==> src/rtl/serial_deframer.sv <==
// Serial frame receiver: hunts for a sync word, reads a length byte, streams the payload
// through a small first-word-fall-through FIFO and checks a trailing XOR checksum.
module serial_deframer #(
    parameter logic [7:0]  SYNC_WORD  = 8'hA5,
    parameter int unsigned FIFO_DEPTH = 4
) (
    input  logic       clk,
    input  logic       rst,
    input  logic       din,
    input  logic       din_en,
    output logic [7:0] out_data,
    output logic       out_last,
    output logic       out_valid,
    input  logic       out_ready,
    output logic       frame_ok,
    output logic       frame_err,
    output logic       overflow,
    output logic       busy
);

    localparam int unsigned AW = $clog2(FIFO_DEPTH);
    localparam logic [AW:0] FullCnt = (AW + 1)'(FIFO_DEPTH);

    // The FIFO pointers wrap naturally only for power-of-two depths.
    if (FIFO_DEPTH < 2 || (FIFO_DEPTH & (FIFO_DEPTH - 1)) != 0) begin : g_bad_depth
        $error("serial_deframer: FIFO_DEPTH must be a power of two and at least 2");
    end

    typedef enum logic [1:0] {StHunt, StLen, StData, StChk} state_e;

    state_e      state_q, state_d;
    logic [7:0]  sr_q, sr_d;
    logic [2:0]  bit_cnt_q, bit_cnt_d;
    logic [3:0]  hunt_cnt_q, hunt_cnt_d;
    logic [7:0]  len_q, len_d;
    logic [7:0]  byte_cnt_q, byte_cnt_d;
    logic [7:0]  chk_q, chk_d;
    logic        frame_ok_q, frame_ok_d;
    logic        frame_err_q, frame_err_d;
    logic        overflow_q, overflow_d;

    logic [7:0]  byte_w;
    logic        byte_done;
    logic        push;
    logic        push_last;

    logic [8:0]  mem_q [FIFO_DEPTH];
    logic [AW-1:0] wptr_q, rptr_q;
    logic [AW:0] count_q;
    logic        full;
    logic        pop;
    logic        push_ok;

    // The byte as it will look once the current bit is shifted in.
    assign byte_w    = {sr_q[6:0], din};
    assign byte_done = din_en && (bit_cnt_q == 3'd7);

    // Next-state logic for the framing FSM, shift register and counters.
    always_comb begin
        state_d     = state_q;
        sr_d        = sr_q;
        bit_cnt_d   = bit_cnt_q;
        hunt_cnt_d  = hunt_cnt_q;
        len_d       = len_q;
        byte_cnt_d  = byte_cnt_q;
        chk_d       = chk_q;
        frame_ok_d  = 1'b0;
        frame_err_d = 1'b0;
        push        = 1'b0;
        push_last   = 1'b0;

        if (din_en) begin
            sr_d      = byte_w;
            bit_cnt_d = bit_cnt_q + 3'd1;
            case (state_q)
                StHunt: begin
                    // Bit counter stays parked so LEN always starts on a byte boundary.
                    bit_cnt_d = 3'd0;
                    if (hunt_cnt_q != 4'd8) begin
                        hunt_cnt_d = hunt_cnt_q + 4'd1;
                    end
                    if (byte_w == SYNC_WORD && hunt_cnt_q >= 4'd7) begin
                        state_d = StLen;
                    end
                end
                StLen: begin
                    if (byte_done) begin
                        len_d = byte_w;
                        if (byte_w == 8'd0) begin
                            frame_err_d = 1'b1;
                            hunt_cnt_d  = 4'd0;
                            state_d     = StHunt;
                        end else begin
                            byte_cnt_d = 8'd0;
                            chk_d      = 8'd0;
                            state_d    = StData;
                        end
                    end
                end
                StData: begin
                    if (byte_done) begin
                        push       = 1'b1;
                        push_last  = (byte_cnt_q == len_q - 8'd1);
                        chk_d      = chk_q ^ byte_w;
                        byte_cnt_d = byte_cnt_q + 8'd1;
                        if (push_last) begin
                            state_d = StChk;
                        end
                    end
                end
                StChk: begin
                    if (byte_done) begin
                        frame_ok_d  = (byte_w == chk_q);
                        frame_err_d = (byte_w != chk_q);
                        hunt_cnt_d  = 4'd0;
                        state_d     = StHunt;
                    end
                end
                default: state_d = StHunt;
            endcase
        end
    end

    // FSM and datapath registers.
    always_ff @(posedge clk or posedge rst) begin
        if (rst) begin
            state_q     <= StHunt;
            sr_q        <= 8'd0;
            bit_cnt_q   <= 3'd0;
            hunt_cnt_q  <= 4'd0;
            len_q       <= 8'd0;
            byte_cnt_q  <= 8'd0;
            chk_q       <= 8'd0;
            frame_ok_q  <= 1'b0;
            frame_err_q <= 1'b0;
        end else begin
            state_q     <= state_d;
            sr_q        <= sr_d;
            bit_cnt_q   <= bit_cnt_d;
            hunt_cnt_q  <= hunt_cnt_d;
            len_q       <= len_d;
            byte_cnt_q  <= byte_cnt_d;
            chk_q       <= chk_d;
            frame_ok_q  <= frame_ok_d;
            frame_err_q <= frame_err_d;
        end
    end

    // A push into a full FIFO is still accepted when the head leaves on the same edge.
    assign full       = (count_q == FullCnt);
    assign pop        = out_valid && out_ready;
    assign push_ok    = push && (!full || pop);
    assign overflow_d = overflow_q || (push && full && !pop);

    // FIFO storage; no reset needed since the head is masked while empty.
    always_ff @(posedge clk) begin
        if (push_ok) begin
            mem_q[wptr_q] <= {push_last, byte_w};
        end
    end

    // FIFO pointers, occupancy and the sticky overflow flag.
    always_ff @(posedge clk or posedge rst) begin
        if (rst) begin
            wptr_q     <= '0;
            rptr_q     <= '0;
            count_q    <= '0;
            overflow_q <= 1'b0;
        end else begin
            overflow_q <= overflow_d;
            if (push_ok) begin
                wptr_q <= wptr_q + AW'(1);
            end
            if (pop) begin
                rptr_q <= rptr_q + AW'(1);
            end
            case ({push_ok, pop})
                2'b10:   count_q <= count_q + (AW + 1)'(1);
                2'b01:   count_q <= count_q - (AW + 1)'(1);
                default: count_q <= count_q;
            endcase
        end
    end

    // Output decode; the head is forced to zero while the FIFO is empty.
    always_comb begin
        out_valid = (count_q != '0);
        out_data  = 8'd0;
        out_last  = 1'b0;
        if (out_valid) begin
            out_data = mem_q[rptr_q][7:0];
            out_last = mem_q[rptr_q][8];
        end
    end

    assign frame_ok  = frame_ok_q;
    assign frame_err = frame_err_q;
    assign overflow  = overflow_q;
    assign busy      = (state_q != StHunt);

    // The two frame status pulses are mutually exclusive.
    a_pulse_excl: assert property (@(posedge clk) disable iff (rst) !(frame_ok && frame_err));

    // Overflow only ever clears through reset.
    a_overflow_sticky: assert property (@(posedge clk) disable iff (rst)
        overflow_q |=> overflow_q);

endmodule

==> config.mk <==
export PLATFORM = sky130hd
export DESIGN_NAME = serial_deframer
export DESIGN_NICKNAME = d
export VERILOG_FILES = /design/src/rtl/serial_deframer.sv
export SDC_FILE = /design/constraint.sdc
export NUM_CORES = 1
export LEC_CHECK = 0
export ABC_AREA = 1
export BUFFER_PORTS_ARGS = -buffer_cell sky130_fd_sc_hd__buf_2
export CAP_MARGIN = 40
export CORE_UTILIZATION = 50
export DETAILED_ROUTE_END_ITERATION = 8
export PLACE_DENSITY = 0.79
export SLEW_MARGIN = 20
export SYNTH_ARGS = -nofsm -noshare
export SYNTH_HDL_FRONTEND = slang
export SYNTH_SLANG_ARGS = --single-unit
==> constraint.sdc <==
create_clock -name clk -period 3.23 [get_ports clk]
set_input_delay 0.646 -clock clk [delete_from_list [all_inputs] [get_ports clk]]
set_output_delay 0.646 -clock clk [all_outputs]
set_load 0.01 [all_outputs]
==> metrics <==
Setup Fix Bufs, Post-CTS=0; Clock Tree Buf Depth=2; Post-synth EDFFs=36; ys flop type=dfrtp_1; via count=3023; mapped cell area=4140 um2; Ys Warns=0; maximum clock rate=389 MHz; worst hold path class=input port to async pin; Comb pwr share=26.8%; met3 WL=401 um; clk_skew=17.4 ps; # setup viols final=0; Met1 Routed Length=3.44 mm; Sink Count=86; Slew HR=47.5%; Setup WS pre-CTS=683 ps; CP peak stage delay=540 ps; setup tns final=0 ps; highest routed layer=met4; maxcap violations=0; die height=92.9 um; worst path arrival time=1930 ps; P_leak=2.01 nW; Critical Path RT=2580 ps; Tcrit/Tclk final=79.6%; critical path class=flip-flop to output pin; Syn-to-layout area delta=10.0%; CTS tree=yes; Final nets=489; status=finished, final reports clean; top post-synthesis cells by area=dfrtp_1 30%, edfxtp_1 26%, nand2_1 7.0%; vias in the first global route=2902; drt wl/cell=14.5 um; CTS root buf=clkbuf_8; final cell count without fillers=580; syn_area_per_cell=9.17 um2; pins over their slew limit=0; CP Max Fanout=10; drt drc=0; Worst VDD drop=409 uV; Clk pwr share=25.8%; final hold vios=0; initial antenna violation count=0; RSZ-0062 raised after global routing=no; Final min period=2570 ps; final hold slack=338 ps; drt total wl=8.42 mm; Worst setup startpoint=rptr_q[1]; CP max-delay cell=dfrtp_1; Total GRT Usage=21.5%; R2R Setup Slk=740 ps; top cell type by total area after synthesis=dfrtp_1; pin count of the biggest net entering global routing=29; top-count cell post-synth=nand2_1; Port Buf Inserts=18; Synth async-reset ratio=58.1%; synth unique cells=32; Worst Max-Slew Pin Slew=785 ps; hpwl dp=6.06 mm; sequential cell area fraction in the yosys report=56.4%; DR pass1 iterations=4; fill count=690; Final ANT Viol Nets=0; switch share=36.7%; flops & latches, synth=86; DIE WIDTH=92.9 um; global-route wire length before repair=13.9 mm; R2R Path Start=bit_cnt_q[0]; Initial Util=52.7%; r2r endpoint=byte_cnt_q[4]; area share of the largest cell type after synthesis=30.3%; Hold Buf Count CTS=0; met2 WL=4.32 mm; io pins=19; gpl congestion=0.904; Std-Cell Rows=32; Worst Setup End Kind=output pin; most common library cells after synthesis=77 x nand2_1, 73 x nor2_1, 50 x dfrtp_1; Post-Syn Nets=467; P_sw=0.00106 W; CP cell instances=clkinv_1 -> nor2_1 -> o21ai_0 -> a21oi_1 -> buf_2; internal power=0.00183 W; Clock Pin Slew Worst Setup and Hold Paths=110 ps; H-tree depth=3; CP Launch Type=flip-flop; Die ar.=8640 um2; part of the power in registers=47.4%; power per cell area=635 nW/um2; final setup margin=658 ps; Antenna Cells=0; vias per cell=5.21; Reg2Reg Depth=11; core area=7850 um2; GRT overflow=0; CTS buffer count=9; # resized after CTS=0; DRT iter0 DRCs=242; dpl cells=564; layout cells sized above 1=11.3%; post-synthesis cell count=451; Worst-Skew Late Latency=370 ps
stage by stage:
step | utilization, % | instance area, um2 | total power [W]
final | 58.0 | 4550 | 0.00289
after global placement | 55.1 | 4320 | 0.00213
after global routing | 58.0 | 4550 | 0.00306
after CTS | 58.0 | 4550 | 0.00290
after detailed placement | 55.4 | 4350 | 0.00217
after floorplan | - | 4140 | 0.00189
worst max-delay path, delay by kind of cell, from the launching register on:
kind / cells / cell delay [ps]
AOI/OAI and AO/OA: 2 / 320
and+or+nand+nor: 1 / 210
DFF: 1 / 540
buffers and inverters: 2 / 480
routing by layer:
layer  vias to the layer above  GRT usage (%)
li1                       1514              -
met2                        81           37.3
met5                         -              0
met4                         0           10.9
met3                        22           3.78
met1                      1406           25.5
placed cells by master, fill, tap and decap left out, types with 3 or more instances in the layout:
master    count
a21oi_1      16
nand2_1      77
ha_1         10
buf_2        18
dfrtp_1      50
o21ai_0      49
nor2_1       73
nand4_1       4
inv_8         3
clkbuf_8      9
xnor2_1       6
edfxtp_1     36
inv_1        48
inv_2         6
o31ai_1       4
xor2_1       17
nand3_1      19
nor3_1        8
kinds of logic (layout without fill, tap and decap cells):
group / count (synthesis) / count (layout) / synth area share, %
and+or+nand+nor: 191 / 191 / 19.5
DFF: 86 / 86 / 56.4
AOI/OAI and AO/OA: 74 / 74 / 9.53
buffers and inverters: 66 / 93 / 6.23
xor gates and xnor gates: 23 / 23 / 4.87
adders and majority gates: 11 / 11 / 3.51
sequential cells by signal, summed over array words and instances (netlist names), named ones only:
name	count
frame_err	1
rptr_q	2
chk_q	8
bit_cnt_q	3
byte_cnt_q	8
overflow	1
sr_q	7
len_q	8
frame_ok	1
hunt_cnt_q	4
mem_q	36
count_q	3
wptr_q	2
state_q	1
cell type report:
| type | instances | area, um2 | area share, % |
|---|---|---|---|
| inverters | 57 | 220 | 4.84 |
| multi-input cells | 299 | 1550 | 34.0 |
| well taps | 102 | 128 | 2.81 |
| clock inverters | 7 | 75.1 | 1.65 |
| clock buffers | 9 | 124 | 2.72 |
| flip-flops and latches | 86 | 2330 | 51.3 |
| repair buffers | 20 | 125 | 2.75 |
worst max-delay path by stage:
| stage | slack (ps) | to |
|---|---|---|
| after floorplan | 1270 | count_q[2] |
| after global routing | 480 | byte_cnt_q[4] |
| after global placement | 730 | byte_cnt_q[4] |
| final | 660 | out_data[0] |
| after CTS | 650 | out_data[4] |
| after detailed placement | 680 | byte_cnt_q[4] |
power groups by stage:
| stage | clock [W] | combinational (W) | sequential [W] |
|---|---|---|---|
| after global routing | 0.000801 | 0.000868 | 0.00139 |
| after global placement | 0 | 0.000745 | 0.00138 |
| after detailed placement | 0 | 0.000775 | 0.00139 |
| after floorplan | 0 | 0.000569 | 0.00132 |
| after CTS | 0.000753 | 0.000777 | 0.00137 |
| final | 0.000745 | 0.000773 | 0.00137 |
Power figures use the tool's default switching activity.
